**config.mk**
```make
export PLATFORM = sky130hd
export DESIGN_NAME = song_sequencer
export DESIGN_NICKNAME = d
export VERILOG_FILES = /design/src/rtl/song_seq_pkg.sv /design/src/rtl/song_lfsr.sv /design/src/rtl/song_sequencer.sv
export SDC_FILE = /design/constraint.sdc
export NUM_CORES = 1
export LEC_CHECK = 0
export CORE_MARGIN = 2
export CORE_UTILIZATION = 30
export DETAILED_ROUTE_END_ITERATION = 16
export PLACE_DENSITY = 0.6
export RECOVER_POWER = 50
export SLEW_MARGIN = 10
export SYNTH_ARGS = -nofsm -noshare
export SYNTH_HDL_FRONTEND = slang
export SYNTH_SLANG_ARGS = --single-unit
```
**constraint.sdc**
```tcl
create_clock -name clk -period 1.11 [get_ports clk]
set_input_delay 0.111 -clock clk [delete_from_list [all_inputs] [get_ports clk]]
set_output_delay 0.111 -clock clk [all_outputs]
set_load 0.05 [all_outputs]
```
**src/rtl/song_seq_pkg.sv**
```systemverilog
// Shared types and constants for the song sequencer: FSM states, repeat modes and LFSR setup.
// Pure declarations; no logic or latency of its own.
package song_seq_pkg;

  typedef enum logic [1:0] {
    ST_PAUSED  = 2'd0,
    ST_PLAYING = 2'd1,
    ST_RESTART = 2'd2
  } state_e;

  localparam logic [1:0] RPT_STOP = 2'd0;
  localparam logic [1:0] RPT_ALL  = 2'd1;
  localparam logic [1:0] RPT_ONE  = 2'd2;

  localparam logic [7:0] LFSR_SEED = 8'hA5;
  // Right-shifting Galois form of x^8+x^6+x^5+x^4+1 (maximal length)
  localparam logic [7:0] LFSR_TAPS = 8'hB8;

  // Encoding 3 is an alias of repeat-all
  function automatic logic is_rpt_all(input logic [1:0] mode);
    return (mode == RPT_ALL) || (mode == 2'd3);
  endfunction

endpackage

```
**src/rtl/song_lfsr.sv**
```systemverilog
// Free-running 8-bit Galois LFSR used as the shuffle source; steps every cycle, value is registered.
// No backpressure; synchronous active-low reset reloads the seed.
module song_lfsr
  import song_seq_pkg::*;
(
  input  logic       clk,
  input  logic       reset,
  output logic [7:0] lfsr
);

  logic [7:0] lfsr_q;
  logic [7:0] lfsr_d;

  always_comb begin
    lfsr_d = {1'b0, lfsr_q[7:1]};
    if (lfsr_q[0]) begin
      lfsr_d = lfsr_d ^ LFSR_TAPS;
    end
  end

  always_ff @(posedge clk) begin
    if (!reset) begin
      lfsr_q <= LFSR_SEED;
    end else begin
      lfsr_q <= lfsr_d;
    end
  end

  assign lfsr = lfsr_q;

endmodule

```
**src/rtl/song_sequencer.sv**
```systemverilog
// Song selection and play/pause/restart control; outputs registered, one edge from inputs; no backpressure.
// Optional random next-song selection in repeat-all mode when SONG_SHUFFLE_EN is defined.
module song_sequencer
  import song_seq_pkg::*;
#(
  parameter  int NUM_SONGS = 4,
  localparam int SONG_W    = $clog2(NUM_SONGS)
) (
  input  logic              clk,
  input  logic              reset,
  input  logic              play_button,
  input  logic              next_button,
  input  logic              prev_button,
  input  logic              song_done,
  input  logic              autoplay,
  input  logic [1:0]        repeat_mode,
  output logic              play,
  output logic              reset_player,
  output logic [SONG_W-1:0] song
);

  localparam logic [SONG_W-1:0] LAST_SONG = SONG_W'(NUM_SONGS - 1);

  state_e            state_q, state_d;
  logic [SONG_W-1:0] song_q, song_d;
  logic              resume_q, resume_d;
  logic              play_q, play_d;
  logic              reset_player_q, reset_player_d;

  logic [SONG_W-1:0] inc_idx;
  logic [SONG_W-1:0] dec_idx;
  logic [SONG_W-1:0] adv_idx;

  assign inc_idx = (song_q == LAST_SONG) ? '0 : song_q + SONG_W'(1);
  assign dec_idx = (song_q == '0) ? LAST_SONG : song_q - SONG_W'(1);

`ifdef SONG_SHUFFLE_EN
  logic [7:0]        lfsr;
  logic [8:0]        cand_w;
  logic [SONG_W-1:0] cand;
  logic [SONG_W-1:0] shuf_idx;

  song_lfsr u_lfsr (
    .clk   (clk),
    .reset (reset),
    .lfsr  (lfsr)
  );

  // Bumping a collision by one keeps the pick in range and guarantees a change
  always_comb begin
    cand_w   = {1'b0, lfsr} % 9'(NUM_SONGS);
    cand     = SONG_W'(cand_w);
    shuf_idx = cand;
    if (cand == song_q) begin
      shuf_idx = (cand == LAST_SONG) ? '0 : cand + SONG_W'(1);
    end
    adv_idx = is_rpt_all(repeat_mode) ? shuf_idx : inc_idx;
  end
`else
  assign adv_idx = inc_idx;
`endif

  always_comb begin
    state_d  = state_q;
    song_d   = song_q;
    resume_d = resume_q;

    if (state_q == ST_RESTART) begin
      state_d = resume_q ? ST_PLAYING : ST_PAUSED;
    end else if (next_button) begin
      song_d   = adv_idx;
      state_d  = ST_RESTART;
      resume_d = 1'b0;
    end else if (prev_button) begin
      song_d   = dec_idx;
      state_d  = ST_RESTART;
      resume_d = 1'b0;
    end else if (song_done && (state_q == ST_PLAYING)) begin
      state_d = ST_RESTART;
      case (repeat_mode)
        RPT_ONE: begin
          resume_d = 1'b1;
        end
        RPT_STOP: begin
          song_d   = inc_idx;
          resume_d = (song_q == LAST_SONG) ? 1'b0 : autoplay;
        end
        default: begin
          song_d   = adv_idx;
          resume_d = autoplay;
        end
      endcase
    end else if (play_button) begin
      state_d = (state_q == ST_PLAYING) ? ST_PAUSED : ST_PLAYING;
    end

    play_d         = (state_d == ST_PLAYING);
    reset_player_d = (state_d == ST_RESTART);
  end

  always_ff @(posedge clk) begin
    if (!reset) begin
      state_q        <= ST_PAUSED;
      song_q         <= '0;
      resume_q       <= 1'b0;
      play_q         <= 1'b0;
      reset_player_q <= 1'b0;
    end else begin
      state_q        <= state_d;
      song_q         <= song_d;
      resume_q       <= resume_d;
      play_q         <= play_d;
      reset_player_q <= reset_player_d;
    end
  end

  assign play         = play_q;
  assign reset_player = reset_player_q;
  assign song         = song_q;

  a_song_in_range : assert property (@(posedge clk) disable iff (!reset)
    int'(song_q) < NUM_SONGS);
  a_restart_one_cycle : assert property (@(posedge clk) disable iff (!reset)
    (state_q == ST_RESTART) |=> (state_q != ST_RESTART));
  a_outputs_exclusive : assert property (@(posedge clk) disable iff (!reset)
    !(play_q && reset_player_q));

endmodule

```
### After elaboration in Yosys (flattened, before gate mapping)

Cells that the tools add are included.

* register bits after elaboration: 7
* bits in latches: 0
* bits in writable memories: 0
* ROM bits: 0
* input bits: 9
* word-level logic and storage cells: 39
* memories: 0

* $add $sub $neg: 2
* multiply operators: 0
* div/mod/pow operators: 0
* order comparisons: 0
* eq/ne operators: 7
* shift operators: 0
* muxes and demuxes: 18
* bitwise operators: 1
* reductions and logical operators: 6

Operators by type and width (number)
* 2-bit 2-to-1 mux: 11
* 2-bit equality test, second input constant: 4
* 1-bit 2-to-1 mux: 6
* 2-bit by 1-bit equality test with 1-bit output, second input constant: 2
* 2-bit logical NOT: 2
* 3-bit inequality test, second input constant: 1
* 3-bit AND reduction: 1
* 3-bit nonzero test: 1
* 2-bit by 1-bit adder with 2-bit output, second input constant: 1
* 1-bit case mux with 2 select lines: 1
* 2-bit AND reduction: 1
* 2-bit by 1-bit subtractor with 2-bit output, second input constant: 1
* 1-bit logical AND: 1
* 1-bit inverter: 1

### Logic depth before layout (Yosys ltp)

* depth in word-level cells: 8
* depth in mapped cells: 6
* gate-level depth less buffers: 6

### Worst setup path before layout

Ideal clock, no wire load.

* path kind: reg-to-reg
* from: register song_q[0], in the netlist song[0]
* to: register song_q[1], in the netlist song[1]
* library setup time: 91 ps
* data arrival time: 1458 ps
* data required time: 1019 ps
* setup slack: -439 ps
* cell stages (with the launch flop): 5
* buffers on the path: 0
* period minus slack after synthesis: 1549 ps
* cell sequence: dfxtp_1 > inv_1 > ha_1 > xor2_1 > a311oi_1

* longest elaborated chain between the ends: 6
* elaborated cells between the ends (all ways): 10
* classes of those cells: 2 x add/sub; 1 x eq/ne; 6 x mux; 1 x reduce/logical

Ends and longest elaborated chain
* from (decl): RTL line song_sequencer.sv:25 `logic [SONG_W-1:0] song_q, song_d;`
* from (signal assigned): RTL line song_sequencer.sv:110 `song_q <= song_d;`
* 2-bit by 1-bit adder with 2-bit output / 2-bit equality test (equally long branches): RTL line song_sequencer.sv:34 `assign inc_idx = (song_q == LAST_SONG) ? '0 : song_q + SONG_W'(1);`
* 2-bit 2-to-1 mux: RTL line song_sequencer.sv:34
* 2-bit 2-to-1 mux: RTL line song_sequencer.sv:80 `case (repeat_mode)`
* 2-bit 2-to-1 mux: RTL line song_sequencer.sv:78 `end else if (song_done && (state_q == ST_PLAYING)) begin`
* 2-bit 2-to-1 mux: RTL line song_sequencer.sv:74 `end else if (prev_button) begin`
* 2-bit 2-to-1 mux (*): RTL line song_sequencer.sv:70 `end else if (next_button) begin`

Mark *: on every way between the ends. The rest lies on a longest branch, timed or not. The select of a mux whose other input is x is not followed.
A chain may end at the register's enable or synchronous reset.

### Worst setup path after layout

* from: register state_q[1]
* to: register play_q, in the netlist play

* longest elaborated chain between the ends: 8
* elaborated cells between the ends (all ways): 10
* classes of those cells: 3 x eq/ne; 6 x mux; 1 x reduce/logical

Ends and longest elaborated chain
* from (decl): RTL line song_sequencer.sv:24 `state_e state_q, state_d;`
* from (signal assigned): RTL line song_sequencer.sv:109 `state_q <= state_d;`
* 2-bit by 1-bit equality test with 1-bit output: RTL line song_sequencer.sv:78, song_sequencer.sv:94
* 1-bit 2-to-1 mux: RTL line song_sequencer.sv:94 `state_d = (state_q == ST_PLAYING) ? ST_PAUSED : ST_PLAYING;`
* 2-bit 2-to-1 mux: RTL line song_sequencer.sv:93 `end else if (play_button) begin`
* 2-bit 2-to-1 mux: RTL line song_sequencer.sv:78
* 2-bit 2-to-1 mux: RTL line song_sequencer.sv:74
* 2-bit 2-to-1 mux: RTL line song_sequencer.sv:70
* 2-bit 2-to-1 mux (*): RTL line song_sequencer.sv:68 `if (state_q == ST_RESTART) begin`
* 2-bit by 1-bit equality test with 1-bit output (*): RTL line song_sequencer.sv:97 `play_d = (state_d == ST_PLAYING);`
* to (signal assigned): RTL line song_sequencer.sv:112 `play_q <= play_d;`
* to (decl): RTL line song_sequencer.sv:27 `logic play_q, play_d;`

Mark *: on every way between the ends. The rest lies on a longest branch, timed or not.

==> out/qor.yml <==
synthMostInstantiatedCell: "dfxtp_1"
rows: 13
grtUsageTotal: 0.1404
intPower_mw: 0.5683
finalPower_mw: 0.8312
cts_buffers: 3
hold_path_end: "song[1]"
final_util: 0.5200
cts-htree-levels: 1
regToRegStartpoint: "state_q[1]"
synth_top_area_frac: 0.3415
final.setup_skew_ps: 3.162
hp-start: "next_button"
synth_top_area_cell: "dfxtp_1"
vias: 388
seqPwrFrac: 0.364
hold_class: "input port to flop"
worstMarginPinSlew_ps: 275.8
max_slew_margin: 0.8169
wl_per_cell_um: 10.51
hold_depth: 3
power_per_cell_area_nw_per_um2: 1244
ys_seq_elements: 7
switching_share: 0.3163
io-pin-count: 13
pwr-share-comb: 0.359
antenna_found_initial: 0
ant_nets: 0
path_cells: "inv_2, a21o_1, a32o_2, and3_1"
gp_congestion: 0.6723
ys_seq_area_frac: 0.3415
cts_buffer_depth: 2
die_w_um: 40.99
diodes: 0
multi_input_area_um2: 282.8
first_pass_iters: 2
start_kind: "flop"
finalMaxSlewViolations: 0
synth_area_leaders: "dfxtp_1 (34%), ha_1 (6.1%), inv_1 (5.5%), a21oi_1 (4.9%), nor2_1 (4.6%)"
irDropWorstVdd_mv: 0.6064
synth.distinct_cells: 24
r2r_slack_ps: 6
nets: 80
clock_sinks: 7
grt_max_degree: 6
worstReg2RegEnd: "play"
fillers: 134
cp_slowest_stage_delay_ps: 370
drive_gt1_frac: 0.4118
portBuffers: 12
syn_to_final_growth_pct: 62.80
crit_arrival_ps: 1250
synth.top_cells.by_count: "dfxtp_1 (7), inv_1 (6), nor2_1 (5), a21oi_1 (4)"
crit_required_ps: 1260
drt_iter0_drc: 6
insertion_delay_ps: 250
synth_edf_count: 0
core_um2: 1285
overflow: 0
syn-num-nets: 58
critical_path.max_fanout: 4
hpwlAfterDp_um: 692.8
drc: 0
synthFlopType: "dfxtp_1"
p_clk_frac: 0.277
p_leak_nw: 0.3016
drv_cap: 0
die_h_um: 40.99
hold_viol: 0
clk_pin_slew_ps: 50
timing.fmax_ghz: 0.9058
synth_cells: 47
setup_violations: 0
grt_pass1_wl_um: 1380
synth-async-reset-ratio: 0
critPathCaptureType: "flop"
cts.hold.buffers_added: 0
status: "finished clean"
synth_area_um2: 410.4
min_period_ps: 1104
slowest_stage: "dfxtp_1"
grt_pass1_vias: 345
rr_worst_depth: 4
start_util: 0.3194
fin_ws_ps: 6.020
period_share: 0.9946
critical_path_class: "flop to flop"
avgSynthCellArea_um2: 8.732
routed_wl_um: 872
tritoncts: "yes"
drt-vias-per-instance: 4.675
rsz0062_at_grt: "yes"
die_area_um2: 1680
p_sw_mw: 0.2629
yosys_warnings: 0
tns_ps: 0
place_ws_ps: -291.3
ff_latch_area_um2: 148.9
cts_root_buf: "clkbuf_4"
[sequential cells by signal, indices dropped and copies added, names as in the netlist]
signal,flops
reset_player,1
play,1
song,2
resume_q,1
state_q,2
[power by group through the flow]
| stage | clock (mW) | combinational, mW | sequential (mW) |
|---|---|---|---|
| 5_1_grt | 0.257 | 0.325 | 0.306 |
| 6_report | 0.230 | 0.299 | 0.303 |
| 3_3_place_gp | 0 | 0.303 | 0.309 |
| 2_1_floorplan | 0 | 0.118 | 0.355 |
| 4_1_cts | 0.246 | 0.310 | 0.304 |
| 3_5_place_dp | 0 | 0.305 | 0.309 |
[how the worst max path moves through the flow]
stage                     slack (ps)        to           start  depth (start not counted)
after global placement          -300   song[0]  repeat_mode[1]                          5
after global routing             -80   song[1]         song[0]                          4
final                              6      play      state_q[1]                          4
after detailed placement        -290   song[0]  repeat_mode[0]                          5
after CTS                        -10  resume_q         song[0]                          5
after floorplan                  -70   song[1]         song[1]                          4
[cells by family after synthesis]
group | synth area share
buf+inv | 0.05487
compound gates | 0.2713
simple gates | 0.2500
flops | 0.3415
fa+ha+maj | 0.06097
xor+xnor | 0.02135
[layer usage]
metal	track usage	vias up	routed length [um]
met5	0	-	0
met4	0.1000	0	13
met3	0.09783	2	62
met2	0.2031	7	423
met1	0.1405	173	373
li1	-	206	-
[metrics by stage]
stage	cell area (um2)	hold slack [ps]	std cells
after floorplan	445.4	232.7	47
after global placement	646.9	455.4	77
after detailed placement	646.9	470.9	77
after CTS	680.7	365.5	82
after global routing	668.1	291.3	83
final	668.1	252.6	83
[area by class of cell]
class                           count  area share
Sequential cell                     7      0.2228
Inverter                            6     0.03745
Timing Repair Buffer               17      0.2491
Tap cell                           15     0.02809
Clock buffer                        4     0.03933
Multi-Input combinational cell     34      0.4232
[layout by cell type, fill, tap and decap left out, types with 2 or more instances in the layout]
cell type	netlist	final
a21oi_1	4	4
nand2b_1	2	2
clkbuf_4	0	3
buf_12	0	2
clkbuf_2	0	2
o211ai_1	2	2
nor2_1	5	5
clkdlybuf4s50_1	0	4
ha_4	0	2
dfxtp_1	7	4
a21o_1	2	2
inv_2	0	2
buf_4	0	5
dlygate4sd2_1	0	3
dfxtp_4	0	2
inv_1	6	3
[worst max-delay path: cells and delay by family (launching register included)]
kind,cells,cell delay [ps]
buffers and inverters,1,60
DFF,1,370
AOI/OAI and AO/OA,2,410
and+or+nand+nor,1,170
[repair_timing]
action	4_1_cts	5_1_grt
resized for setup	4	6
hold endpoints to repair	0	0
endpoints found under the setup margin	3	6
buffers inserted	1	1
pin swaps	7	9
Power figures use the tool's default switching activity.
